===== src/rtl/pcileech_rmii_tx.sv =====
// pcileech_rmii_tx: RMII transmit framer. Serialises one Ethernet frame with
// preamble/SFD, zero padding to the minimum length, CRC-32 FCS and IFG.
module pcileech_rmii_tx #(
  parameter int PARAM_PREAMBLE_BYTES = 7,
  parameter int PARAM_MIN_FRAME      = 60,
  parameter int PARAM_IFG_BYTES      = 12
) (
  input  logic       clk,
  input  logic       rst_n,
  input  logic [7:0] s_data,
  input  logic       s_valid,
  input  logic       s_last,
  output logic       s_ready,
  output logic       eth_tx_en,
  output logic [1:0] eth_tx_data,
  output logic       tx_busy,
  output logic       tx_done,
  output logic       tx_underrun
);

  localparam logic [7:0]  IFG_FULL = 8'(PARAM_IFG_BYTES * 4);
  localparam logic [7:0]  IFG_LOAD = 8'(PARAM_IFG_BYTES * 4 - 1);
  localparam logic [7:0]  PRE_LAST = 8'(PARAM_PREAMBLE_BYTES - 1);
  localparam logic [11:0] MIN_CNT  = 12'(PARAM_MIN_FRAME);
  localparam logic [11:0] MIN_M1   = 12'(PARAM_MIN_FRAME - 1);

  typedef enum logic [2:0] {
    S_IDLE     = 3'd0,
    S_PREAMBLE = 3'd1,
    S_SFD      = 3'd2,
    S_DATA     = 3'd3,
    S_PAD      = 3'd4,
    S_FCS      = 3'd5,
    S_IFG      = 3'd6
  } state_t;

  function automatic logic [31:0] crc_dibit(input logic [31:0] c, input logic [1:0] d);
    logic [31:0] v;
    v = c;
    for (int i = 0; i < 2; i++) begin
      if (v[0] ^ d[i]) v = (v >> 1) ^ 32'hEDB88320;
      else             v = v >> 1;
    end
    return v;
  endfunction

  function automatic logic [11:0] sat_inc(input logic [11:0] v);
    return (v == 12'hFFF) ? v : v + 12'd1;
  endfunction

  state_t      r_state, w_state;
  logic [1:0]  r_dibit, w_dibit;
  logic [7:0]  r_cnt, w_cnt;
  logic [11:0] r_byte_cnt, w_byte_cnt;
  logic [7:0]  r_sh, w_sh;
  logic [7:0]  r_nxt, w_nxt;
  logic        r_nxt_last, w_nxt_last;
  logic        r_pend, w_pend;
  logic [31:0] r_crc, w_crc;
  logic        r_s_ready, w_s_ready;
  logic        r_tx_en, w_tx_en;
  logic [1:0]  r_tx_data, w_tx_data;
  logic        r_tx_busy, w_busy;
  logic        r_tx_done, w_done;
  logic        r_tx_underrun, w_underrun;

  // r_nxt holds one prefetched byte; r_sh is the byte currently on the wire.
  always_comb begin
    w_state    = r_state;
    w_dibit    = r_dibit + 2'd1;
    w_cnt      = r_cnt;
    w_byte_cnt = r_byte_cnt;
    w_sh       = r_sh;
    w_nxt      = r_nxt;
    w_nxt_last = r_nxt_last;
    w_pend     = r_pend;
    w_crc      = r_crc;
    w_underrun = 1'b0;
    case (r_state)
      S_IDLE: begin
        w_dibit = 2'd0;
        if (s_valid && r_s_ready) begin
          w_nxt      = s_data;
          w_nxt_last = s_last;
          w_pend     = 1'b1;
          w_byte_cnt = 12'd1;
          w_crc      = 32'hFFFFFFFF;
          w_cnt      = 8'd0;
          w_state    = S_PREAMBLE;
        end else begin
          w_state = S_IDLE;
        end
      end
      S_PREAMBLE: begin
        if (r_dibit == 2'd3) begin
          if (r_cnt == PRE_LAST) w_state = S_SFD;
          else                   w_cnt = r_cnt + 8'd1;
        end else begin
          w_state = S_PREAMBLE;
        end
      end
      S_SFD, S_DATA: begin
        if (r_state == S_DATA) w_crc = crc_dibit(r_crc, r_tx_data);
        else                   w_crc = r_crc;
        if (r_dibit != 2'd3) begin
          w_state = r_state;
        end else if (r_pend) begin
          w_sh    = r_nxt;
          w_state = S_DATA;
          if (!r_nxt_last) begin
            if (s_valid) begin
              w_nxt      = s_data;
              w_nxt_last = s_last;
              w_byte_cnt = sat_inc(r_byte_cnt);
            end else begin
              w_underrun = 1'b1;
              w_state    = S_IFG;
              w_cnt      = IFG_LOAD;
            end
          end else begin
            w_pend = 1'b0;
          end
        end else if (r_byte_cnt < MIN_CNT) begin
          w_state = S_PAD;
        end else begin
          w_state = S_FCS;
          w_cnt   = 8'd0;
        end
      end
      S_PAD: begin
        w_crc = crc_dibit(r_crc, r_tx_data);
        if (r_dibit == 2'd3) begin
          w_byte_cnt = sat_inc(r_byte_cnt);
          if (r_byte_cnt >= MIN_M1) begin
            w_state = S_FCS;
            w_cnt   = 8'd0;
          end else begin
            w_state = S_PAD;
          end
        end else begin
          w_state = S_PAD;
        end
      end
      S_FCS: begin
        w_crc = r_crc >> 2;
        if (r_cnt == 8'd15) begin
          w_state = S_IFG;
          w_cnt   = IFG_LOAD;
        end else begin
          w_cnt = r_cnt + 8'd1;
        end
      end
      S_IFG: begin
        w_dibit = 2'd0;
        if (r_cnt <= 8'd1) w_state = S_IDLE;
        else               w_cnt = r_cnt - 8'd1;
      end
      default: begin
        w_state = S_IFG;
        w_cnt   = IFG_FULL;
        w_dibit = 2'd0;
      end
    endcase
  end

  // Registered outputs are derived from the next-cycle state.
  always_comb begin
    w_tx_en   = 1'b0;
    w_tx_data = 2'b00;
    case (w_state)
      S_PREAMBLE: begin
        w_tx_en   = 1'b1;
        w_tx_data = 2'b01;
      end
      S_SFD: begin
        w_tx_en   = 1'b1;
        w_tx_data = (w_dibit == 2'd3) ? 2'b11 : 2'b01;
      end
      S_DATA: begin
        w_tx_en = 1'b1;
        case (w_dibit)
          2'd0:    w_tx_data = w_sh[1:0];
          2'd1:    w_tx_data = w_sh[3:2];
          2'd2:    w_tx_data = w_sh[5:4];
          default: w_tx_data = w_sh[7:6];
        endcase
      end
      S_PAD: begin
        w_tx_en   = 1'b1;
        w_tx_data = 2'b00;
      end
      S_FCS: begin
        w_tx_en   = 1'b1;
        w_tx_data = ~w_crc[1:0];
      end
      default: begin
        w_tx_en   = 1'b0;
        w_tx_data = 2'b00;
      end
    endcase
    w_s_ready = (w_state == S_IDLE) ||
                (((w_state == S_SFD) || (w_state == S_DATA)) &&
                 (w_dibit == 2'd3) && w_pend && !w_nxt_last);
    // The gap that follows reset is not part of a frame, so busy holds its value.
    if ((r_state == S_IFG) && (w_state == S_IFG)) w_busy = r_tx_busy;
    else                                          w_busy = (w_state != S_IDLE);
    w_done = (r_state == S_FCS) && (w_state == S_IFG);
  end

  // State and output registers.
  always_ff @(posedge clk or negedge rst_n) begin
    if (!rst_n) begin
      r_state       <= S_IFG;
      r_dibit       <= 2'd0;
      r_cnt         <= IFG_FULL;
      r_byte_cnt    <= 12'd0;
      r_sh          <= 8'd0;
      r_nxt         <= 8'd0;
      r_nxt_last    <= 1'b0;
      r_pend        <= 1'b0;
      r_crc         <= 32'hFFFFFFFF;
      r_s_ready     <= 1'b0;
      r_tx_en       <= 1'b0;
      r_tx_data     <= 2'b00;
      r_tx_busy     <= 1'b0;
      r_tx_done     <= 1'b0;
      r_tx_underrun <= 1'b0;
    end else begin
      r_state       <= w_state;
      r_dibit       <= w_dibit;
      r_cnt         <= w_cnt;
      r_byte_cnt    <= w_byte_cnt;
      r_sh          <= w_sh;
      r_nxt         <= w_nxt;
      r_nxt_last    <= w_nxt_last;
      r_pend        <= w_pend;
      r_crc         <= w_crc;
      r_s_ready     <= w_s_ready;
      r_tx_en       <= w_tx_en;
      r_tx_data     <= w_tx_data;
      r_tx_busy     <= w_busy;
      r_tx_done     <= w_done;
      r_tx_underrun <= w_underrun;
    end
  end

  assign s_ready     = r_s_ready;
  assign eth_tx_en   = r_tx_en;
  assign eth_tx_data = r_tx_data;
  assign tx_busy     = r_tx_busy;
  assign tx_done     = r_tx_done;
  assign tx_underrun = r_tx_underrun;

endmodule


===== config.mk =====
export PLATFORM = sky130hd
export DESIGN_NAME = pcileech_rmii_tx
export DESIGN_NICKNAME = d
export VERILOG_FILES = /design/src/rtl/pcileech_rmii_tx.sv
export SDC_FILE = /design/constraint.sdc
export NUM_CORES = 1
export LEC_CHECK = 0
export ABC_AREA = 1
export BUFFER_PORTS_ARGS = -buffer_cell sky130_fd_sc_hd__buf_2
export CAP_MARGIN = 20
export CORE_MARGIN = 2
export CORE_UTILIZATION = 30
export DETAILED_ROUTE_END_ITERATION = 16
export SETUP_SLACK_MARGIN = 0.3
export SYNTH_ARGS = -nofsm -noshare
export SYNTH_HDL_FRONTEND = slang
export SYNTH_SLANG_ARGS = --single-unit

===== constraint.sdc =====
create_clock -name clk -period 1.85 [get_ports clk]
set_input_delay 0.555 -clock clk [delete_from_list [all_inputs] [get_ports clk]]
set_output_delay 0.555 -clock clk [all_outputs]
set_load 0.02 [all_outputs]

## Word level (Yosys, flattened, before mapping)

Index checks and enable logic that the tools add are counted.

- Flip-flop bits (word level): 82
- Output and inout port bits: 7
- Input bits: 12
- Word-level logic and storage cells: 160

- Eq/ne operators: 34
- Bitwise logic cells: 7
- Order comparisons: 3
- Reduce and logical (&&, ||, !) cells: 23
- Add/subtract/negate cells: 4
- Muxes and demuxes: 73

Operators with widths:

| operator | number |
|---|---|
| 32-bit two-way mux | 8 |
| 8-bit two-way mux | 20 |
| 32-bit case mux with 4 select lines | 1 |
| 12-bit two-way mux | 7 |
| 8-bit case mux with 6 select lines | 1 |
| 13-bit inverter with 14-bit output | 3 |
| 12-bit case mux with 3 select lines | 1 |
| 3-bit two-way mux | 9 |
| 2-bit inequality test (second input constant) | 12 |
| 3-bit equality test (second input constant) | 6 |
| 1-bit two-way mux | 18 |
| 3-bit case mux with 6 select lines | 1 |
| 8-bit case mux with 2 select lines | 1 |
| 12-bit by 1-bit adder with 12-bit output (second input constant) | 1 |
| 12-bit equality test (second input constant) | 1 |
| 3-bit by 2-bit equality test with 1-bit output (second input constant) | 4 |
| 12-bit by 6-bit greater-or-equal comparator with 1-bit output (second input constant) | 1 |
| 12-bit by 6-bit less-than comparator with 1-bit output (second input constant) | 1 |
| 10-bit AND reduction | 1 |
| 5-bit OR reduction | 2 |
| 3-bit inequality test (second input constant) | 3 |
| 8-bit by 1-bit adder with 8-bit output (second input constant) | 1 |
| 8-bit by 3-bit equality test with 1-bit output (second input constant) | 1 |
| 8-bit by 4-bit equality test with 1-bit output (second input constant) | 1 |
| 24 further kinds | 39 |

## Depth between registers and ports, before layout

Gate-level depths: netlist of the first run.

- Depth in word-level cells: 11
- Mapped depth: 12

## Worst setup path before layout of the first run

OpenSTA, ideal clock, no wires.

- Kind: reg-to-reg
- Start point: reg r_cnt[0]
- End point: reg r_cnt[7]
- Data required time: 1.723 ns
- Setup slack: 0.082 ns
- Stages on the path, launching flop included: 11
- Path buffers: 1
- Arrival time: 1.641 ns
- Period minus slack after synthesis: 1.768 ns
- Cell sequence: dfrtp_1 -> inv_1 -> ha_1 -> o21ai_0 -> nor2_1 -> nand2_1 -> and3_4 -> nand3_4 -> buf_4 -> nand2_1 -> o21ai_0

- Longest elaborated chain between the ends: 4
- Elaborated cells on any way between the ends: 13
- Classes of those cells: add/sub (2); order compare (1); eq/ne (4); mux (5); reduce/logical (1)

Ends and longest elaborated chain:

| what | RTL line | text |
|---|---|---|
| from (decl) | 53 | `logic [7:0] r_cnt, w_cnt;` |
| from (signal assigned) | 231 | `r_cnt <= w_cnt;` |
| 8-bit by 1-bit adder with 8-bit output | 97, 150 |  |
| 8-bit two-way mux | 96 | `if (r_cnt == PRE_LAST) w_state = S_SFD;` |
| 8-bit two-way mux | 95 | `if (r_dibit == 2'd3) begin` |
| 8-bit case mux with 6 select lines | 79 | `case (r_state)` |

Several ways; a longest one is shown, not always the timed one. The select of a mux whose other input is x is not followed.
A chain may end at the register's enable or synchronous reset.

## Worst setup path in the final report of the first run

- Start point: reg r_state[2]
- End point: reg r_tx_data[0] (netlist: eth_tx_data[0])

- Longest elaborated chain between the ends: 6
- Elaborated cells on any way between the ends: 29
- Classes of those cells: eq/ne (12); mux (12); bitwise (1); reduce/logical (4)

Ends and longest elaborated chain:

| what | RTL line | text |
|---|---|---|
| from (decl) | 51 | `state_t r_state, w_state;` |
| from (signal assigned) | 229 | `r_state <= w_state;` |
| 3-bit by 2-bit equality test with 1-bit output (tied with other cells) | 79, 103 |  |
| 5-bit OR reduction (no source line) | n/a |  |
| 2-bit two-way mux | 79 |  |
| 2-bit equality test (tied with other cells) | 181 | `case (w_dibit)` |
| 2-bit case mux with 3 select lines | 181 |  |
| 2-bit case mux with 4 select lines * | 170 | `case (w_state)` |
| named net w_tx_data[0] | 62 | `logic [1:0] r_tx_data, w_tx_data;` |
| to (signal assigned) | 240 | `r_tx_data <= w_tx_data;` |
| to (decl) | 62 |  |

The timed path passes the listed nets; every way through them passes the cells marked *. The select of a mux whose other input is x is not followed.

==> flow_metrics.tcl, run 1 <==
set metrics [dict create \
    postCtsHoldBufs 0 \
    syn-num-nets 623 \
    worstSetupPathType "register to register" \
    routed_wl_microns 12050 \
    cts-root-buf "clkbuf_16" \
    path_buf_inv 3 \
    hpwl_microns 7902 \
    min_period_over_period_pct 96.19 \
    fillers 1423 \
    first_pass_iters 6 \
    crit_arrival_ns 2.02 \
    cts_tree "built" \
    setup_ws_ns 0.07044 \
    coreArea_sq_um 15150 \
    slowest_delay_ns 0.66 \
    vias 4275 \
    grt_usage_pct 15.12 \
    wl_per_cell_microns 13.63 \
    ys_types 39 \
    hold_viol 0 \
    instances_no_fill 884 \
    finalSetupViolCount 0 \
    path_delay_family "simple AND/OR/NAND/NOR gates" \
    cap_violations 0 \
    clockBufferDepth 2 \
    path_clk_slew_ns 0.07 \
    ir_worst_vdd_v 0.0003505 \
    grt_max_degree 29 \
    portBuffers 18 \
    max_slew.worst_pin.slew_ns 0.3790 \
    cts.htree.levels 3 \
    layout_min_cycle_time_ns 1.780 \
    maxSlewHeadroom_pct 74.73 \
    p_leak_nw 2.967 \
    yosysSeqAreaShare_pct 45.24 \
    grt_antenna_before_repair 0 \
    insertion_delay_ns 0.35 \
    clock_skew_ns 0.008112 \
    seqPwrFrac_pct 47.1 \
    grt_pass1_vias 3961 \
    hp-class "input port to asynchronous set/reset pin" \
    required_ns 2.09 \
    worstPathMaxFanout 6 \
    drc_errors 0 \
    regArea_sq_um 2102 \
    outcome "finished, final reports clean" \
    path_cells "buf_6 > nor2_4 > nand2_2 > nand3_2 > inv_2 > nand2_2 > nor2_4 > nor2_4 > buf_6 > nand3_2 > nand3_2" \
    switching_share_pct 21.25 \
    syn_area_sq_um 4636 \
    die_y_microns 128.3 \
    synth_seq_cells 82 \
    grt_setup_unrepaired "true" \
    multi_input_area_sq_um 2701 \
    initial_utilization_pct 30.61 \
    die-area_sq_um 16460 \
    totalPowerFinal_mw 3.821 \
    p_int_mw 3.009 \
    final_common_cell "nand2_1" \
    p_switching_mw 0.8119 \
    pre_cts_ws_ns 0.02344 \
    clock-sinks 82 \
    layout-drive-gt1-share_pct 40.52 \
    dp_cells 830 \
    via_per_inst 4.836 \
    netlist_instances 605 \
    most-common-layout-cells "nand2_1, inv_1, nor2_1" \
    slowest_stage "dfstp_2" \
    powerDensity_nw_per_um2 592.0 \
    ys_warn_count 0 \
    diodes 0 \
    pin_count 19 \
    overflow 0 \
    drv_slew 0 \
    grt_pass1_wl_microns 19680 \
    area_growth_pct 39.24 \
    die_w_microns 128.3 \
    fin_nets 709 \
    cts-buffers-inserted 9 \
    endpoint_kind "register" \
    tns_ns 0 \
    place_congestion 0.8512 \
    cp-start-kind "register" \
    clkPwrFrac_pct 51.2 \
    power_frac_comb_pct 1.7 \
    rows 45 \
    drtIter0Drc 216 \
    syn_avg_cell_area_sq_um 7.662 \
    postRouteAntennaNets 0 \
    fmax_mhz 561.9 \
]
==> state kept, by name (all words and copies together) (netlist names), 2 cells and up <==
register     flops
eth_tx_data      2
r_byte_cnt      12
r_cnt            8
r_crc           32
r_dibit          2
r_nxt            8
r_sh             8
r_state          3
==> final timing paths <==
path                            start             end  slack [ns]  cells past startpoint
max in group asynchronous       rst_n   r_byte_cnt[1]        1.16                      2
setup reg to reg           r_state[2]  eth_tx_data[0]        0.07                     11
hold / removal                  rst_n       r_crc[24]        0.40                      1
setup / recovery           r_state[2]  eth_tx_data[0]        0.07                     11
hold reg to reg             r_crc[26]       r_crc[26]        0.49                      2
min in group clk            s_data[0]        r_nxt[0]        0.41                      3
==> metrics by stage <==
stage          cell area [sq um]  hold slack, ns  utilization, %
3_3_place_gp                5225          0.4578           34.50
3_5_place_dp                5225          0.4643           34.50
4_1_cts                     5936          0.3950           39.19
5_1_grt                     6455          0.4100           42.62
6_report                    6455          0.4040           42.62
2_1_floorplan               4747          0.2594               -
==> layer usage <==
layer,global-route usage [%],up-vias,wire [microns]
met1,20.75,2026,5722
met3,3.506,14,474
met2,23.22,103,5638
met4,5.882,0,214
met5,0,-,0
li1,-,2132,-
==> worst register-to-register path, stage by stage (launching register included) <==
cell	delay, ns
dfstp_2	0.66
buf_6	0.16
nor2_4	0.06
nand2_2	0.09
nand3_2	0.10
inv_2	0.06
nand2_2	0.06
nor2_4	0.17
nor2_4	0.08
buf_6	0.12
nand3_2	0.06
nand3_2	0.06
==> synth_stat cells <==
| cell | count | area share (%) |
|---|---|---|
| a211oi_1 | 3 | 0.49 |
| nand4_1 | 10 | 1.3 |
| nand2_4 | 1 | 0.24 |
| nand3_2 | 1 | 0.22 |
| nor3_1 | 6 | 0.65 |
| o21ai_0 | 52 | 5.6 |
| o21ai_1 | 6 | 0.65 |
| and2_1 | 1 | 0.14 |
| a2bb2oi_1 | 4 | 0.76 |
| nor2_2 | 2 | 0.27 |
| nand3b_1 | 2 | 0.32 |
| nand2_1 | 137 | 11 |
| nor2_4 | 3 | 0.73 |
| buf_2 | 9 | 0.97 |
| clkbuf_1 | 1 | 0.081 |
| xnor2_1 | 4 | 0.76 |
| o22a_1 | 2 | 0.38 |
| o21ai_4 | 1 | 0.35 |
| inv_1 | 86 | 7.0 |
| or2_2 | 1 | 0.14 |
| nand3_4 | 1 | 0.38 |
| nand2_2 | 2 | 0.27 |
| o21ai_2 | 1 | 0.19 |
| inv_2 | 4 | 0.32 |
| buf_4 | 2 | 0.32 |
| mux2_2 | 2 | 0.49 |
| dfstp_2 | 36 | 20 |
| o31ai_1 | 1 | 0.16 |
| dfrtp_1 | 46 | 25 |
| o21a_1 | 1 | 0.16 |
| xor2_1 | 16 | 3.0 |
| ha_1 | 6 | 1.6 |
| nand3_1 | 39 | 4.2 |
| a22oi_1 | 4 | 0.65 |
| a21oi_1 | 27 | 2.9 |
| o22ai_1 | 15 | 2.0 |
| clkbuf_2 | 2 | 0.22 |
| nor2_1 | 67 | 5.4 |
| and3_4 | 1 | 0.24 |
==> kinds of logic (layout without fill, tap and decap cells) <==
family | count (synthesis) | count (layout) | share of synthesized area (%)
AO/OA/AOI/OAI | 117 | 117 | 14.33
XOR/XNOR | 20 | 20 | 3.779
adder cells (fa/ha/maj) | 6 | 6 | 1.619
buffers and inverters | 104 | 194 | 8.880
flip-flops | 82 | 82 | 45.24
multiplexers | 2 | 2 | 0.4858
AND/OR/NAND/NOR | 274 | 275 | 25.67
==> layout make-up <==
type                            instances  share of cell area [%]
Clock inverter                          5                   1.318
Timing Repair Buffer                   87                   11.34
Inverter                               90                   5.602
Clock buffer                           11                   3.605
Sequential cell                        82                   32.56
Timing Repair inverter                  1                 0.07753
Multi-Input combinational cell        420                   41.85
Tap cell                              188                   3.644
==> repair_timing <==
action,CTS,global route
pin swaps,21,42
resized for setup,72,109
cloned,1,2
endpoints found under the setup margin,64,69
endpoints found under the hold margin,0,0
setup buffers,20,15
==> power by group through the flow <==
stage / registers, mW / clock network, mW / logic (mW)
floorplan: 1.83 / 0 / 0.00452
global placement: 1.83 / 0 / 0.0645
detailed placement: 1.83 / 0 / 0.0650
CTS: 1.80 / 2.01 / 0.0655
global route: 1.80 / 2.08 / 0.0748
finish: 1.80 / 1.96 / 0.0646
No activity file was read; power rests on OpenSTA's default activity.
==> run 2, diff against run 1 <==
--- a/config.mk
+++ b/config.mk
@@ -8,9 +8,12 @@
 export ABC_AREA = 1
 export BUFFER_PORTS_ARGS = -buffer_cell sky130_fd_sc_hd__buf_2
 export CAP_MARGIN = 20
+export CELL_PAD_IN_SITES_DETAIL_PLACEMENT = 0
+export CELL_PAD_IN_SITES_GLOBAL_PLACEMENT = 1
 export CORE_MARGIN = 2
 export CORE_UTILIZATION = 30
 export DETAILED_ROUTE_END_ITERATION = 16
+export PLACE_DENSITY_LB_ADDON = 0.1
 export SETUP_SLACK_MARGIN = 0.3
 export SYNTH_ARGS = -nofsm -noshare
 export SYNTH_HDL_FRONTEND = slang
==> flow_metrics.tcl, run 2 (synthesized netlist as in run 1, its figures left out) <==
set metrics [dict create \
    rr_worst_depth 10 \
    maxSlewHeadroom_pct 69.83 \
    worstPathMaxFanout 7 \
    drtIter0Drc 140 \
    drv_slew 0 \
    r2r-start "r_state[2]" \
    vias 4272 \
    outcome "finished, final reports clean" \
    area_growth_pct 38.49 \
    hp-class "input port to asynchronous set/reset pin" \
    grt_pass1_vias 4504 \
    reg2reg_to "eth_tx_data[1]" \
    powerDensity_nw_per_um2 567.4 \
    initial_utilization_pct 30.61 \
    switching_share_pct 23.57 \
    top_register "r_crc" \
    grt_antenna_before_repair 0 \
    max_slew.worst_pin.slew_ns 0.4525 \
    via_per_inst 4.731 \
    coreArea_sq_um 15150 \
    cts.htree.levels 3 \
    top_regs "r_crc (32), r_byte_cnt (12)" \
    final_common_cell "nand2_1" \
    instances_no_fill 903 \
    multi_input_area_sq_um 2541 \
    ir_worst_vdd_v 0.0003762 \
    min_period_over_period_pct 95.22 \
    dp_cells 854 \
    die_y_microns 128.3 \
    ff2ff_setup_slack_ns 0.09 \
    grt_pass1_wl_microns 22310 \
    first_pass_iters 4 \
    p_leak_nw 2.994 \
    largest_reg_flops 32 \
    p_switching_mw 0.8587 \
    grt_setup_unrepaired "true" \
    hpwl_microns 9144 \
    required_ns 2.13 \
    layout-drive-gt1-share_pct 37.48 \
    path_clk_slew_ns 0.07 \
    hold_viol 0 \
    cts-buffers-inserted 9 \
    final_area_sq_um 6420 \
    fmax_mhz 567.7 \
    portBuffers 18 \
    wl_per_cell_microns 14.61 \
    pin_count 19 \
    die-area_sq_um 16460 \
    cts-root-buf "clkbuf_16" \
    power_frac_comb_pct 1.9 \
    diodes 0 \
    crit_arrival_ns 2.04 \
    slowest_stage "dfstp_2" \
    seqPwrFrac_pct 49.4 \
    fillers 1492 \
    cp-start-kind "register" \
    cap_violations 0 \
    worstSetupPathType "register to register" \
    die_w_microns 128.3 \
    endpoint_kind "register" \
    use_met2_pct 28.13 \
    grt_usage_pct 17.21 \
    regArea_sq_um 2098 \
    layout_min_cycle_time_ns 1.762 \
    cts_tree "built" \
    place_congestion 0.8453 \
    finalSetupViolCount 0 \
    placed_cell_area_sq_um 5418 \
    rows 45 \
    overflow 0 \
    clockBufferDepth 2 \
    met3_usage_pct 3.381 \
    slowest_delay_ns 0.64 \
    clock-sinks 82 \
    use_met1_pct 22.35 \
    clock_skew_ns 0.006255 \
    grt.busiest_layer "met2" \
    grt_max_degree 29 \
    postRouteAntennaNets 0 \
    clkPwrFrac_pct 48.6 \
    cp_common_cell "nand2_1" \
    path_cells "inv_8 > nand2_4 > nor2_1 > nand2_1 > nand2_1 > nor3_4 > nand2_2 > nor2_4 > nand2_1 > nand3_1" \
    p_int_mw 2.784 \
    most-common-layout-cells "nand2_1, inv_1, buf_4" \
    insertion_delay_ns 0.35 \
    routed_wl_microns 13190 \
    fin_nets 728 \
    drc_errors 0 \
    postCtsHoldBufs 0 \
]
## run 2: worst max path at each step
stage / slack, ns / to / start
final: 0.09 / eth_tx_data[1] / r_state[2]
after detailed placement: -0.002 / r_nxt[5] / r_state[1]
after floorplan: 0.27 / r_cnt[7] / r_state[1]
after global placement: 0.0001 / eth_tx_en / r_state[2]
after global routing: -0.03 / eth_tx_data[1] / r_state[2]
after CTS: 0.08 / eth_tx_data[1] / r_state[2]
## run 2: power by group through the flow
stage               clock network, mW  registers (mW)  logic [mW]
floorplan                           0            1.83     0.00452
global placement                    0            1.83      0.0721
detailed placement                  0            1.83      0.0733
CTS                              1.85            1.80      0.0738
global route                     1.90            1.80      0.0826
finish                           1.77            1.80      0.0709
## run 2: worst max-delay path, delay by kind of cell, from the launching register on
family                 cells  cell delay (ns)
buffers and inverters      1             0.06
flip-flops                 1             0.64
AND/OR/NAND/NOR            9             0.98
## run 2: final cells by class
type	count	share of cell area [%]
repair buffers	105	13.70
inverters	90	5.691
well taps	188	3.664
repair inverters	2	0.2339
flip-flops and latches	82	32.68
clock buffers	10	3.722
multi-input cells	420	39.58
clock inverters	6	0.7211
## run 2: layer usage
metal | wire length, microns | up-vias
met4 | 254 | 0
li1 | - | 2170
met2 | 6453 | 44
met1 | 6168 | 2037
met5 | 0 | -
met3 | 316 | 21
## run 2: repair_timing
item	CTS	global route
gates cloned	3	0
pin swaps	15	22
gates resized for setup	67	63
endpoints found under the setup margin	64	69
setup buffers	18	12
## run 2: metrics by stage
stage / hold WS [ns] / utilization, % / setup TNS (ns) / power, mW / setup slack [ns]
2_1_floorplan: 0.2594 / - / 0 / 1.834 / 0.2671
3_3_place_gp: 0.4582 / 35.77 / 0 / 1.902 / 0.0001484
3_5_place_dp: 0.4632 / 35.77 / -0.003663 / 1.903 / -0.002226
4_1_cts: 0.1548 / 40.22 / 0 / 3.719 / 0.07836
5_1_grt: 0.1650 / 42.39 / -0.08300 / 3.783 / -0.03482
6_report: 0.1463 / 42.39 / 0 / 3.642 / 0.08843
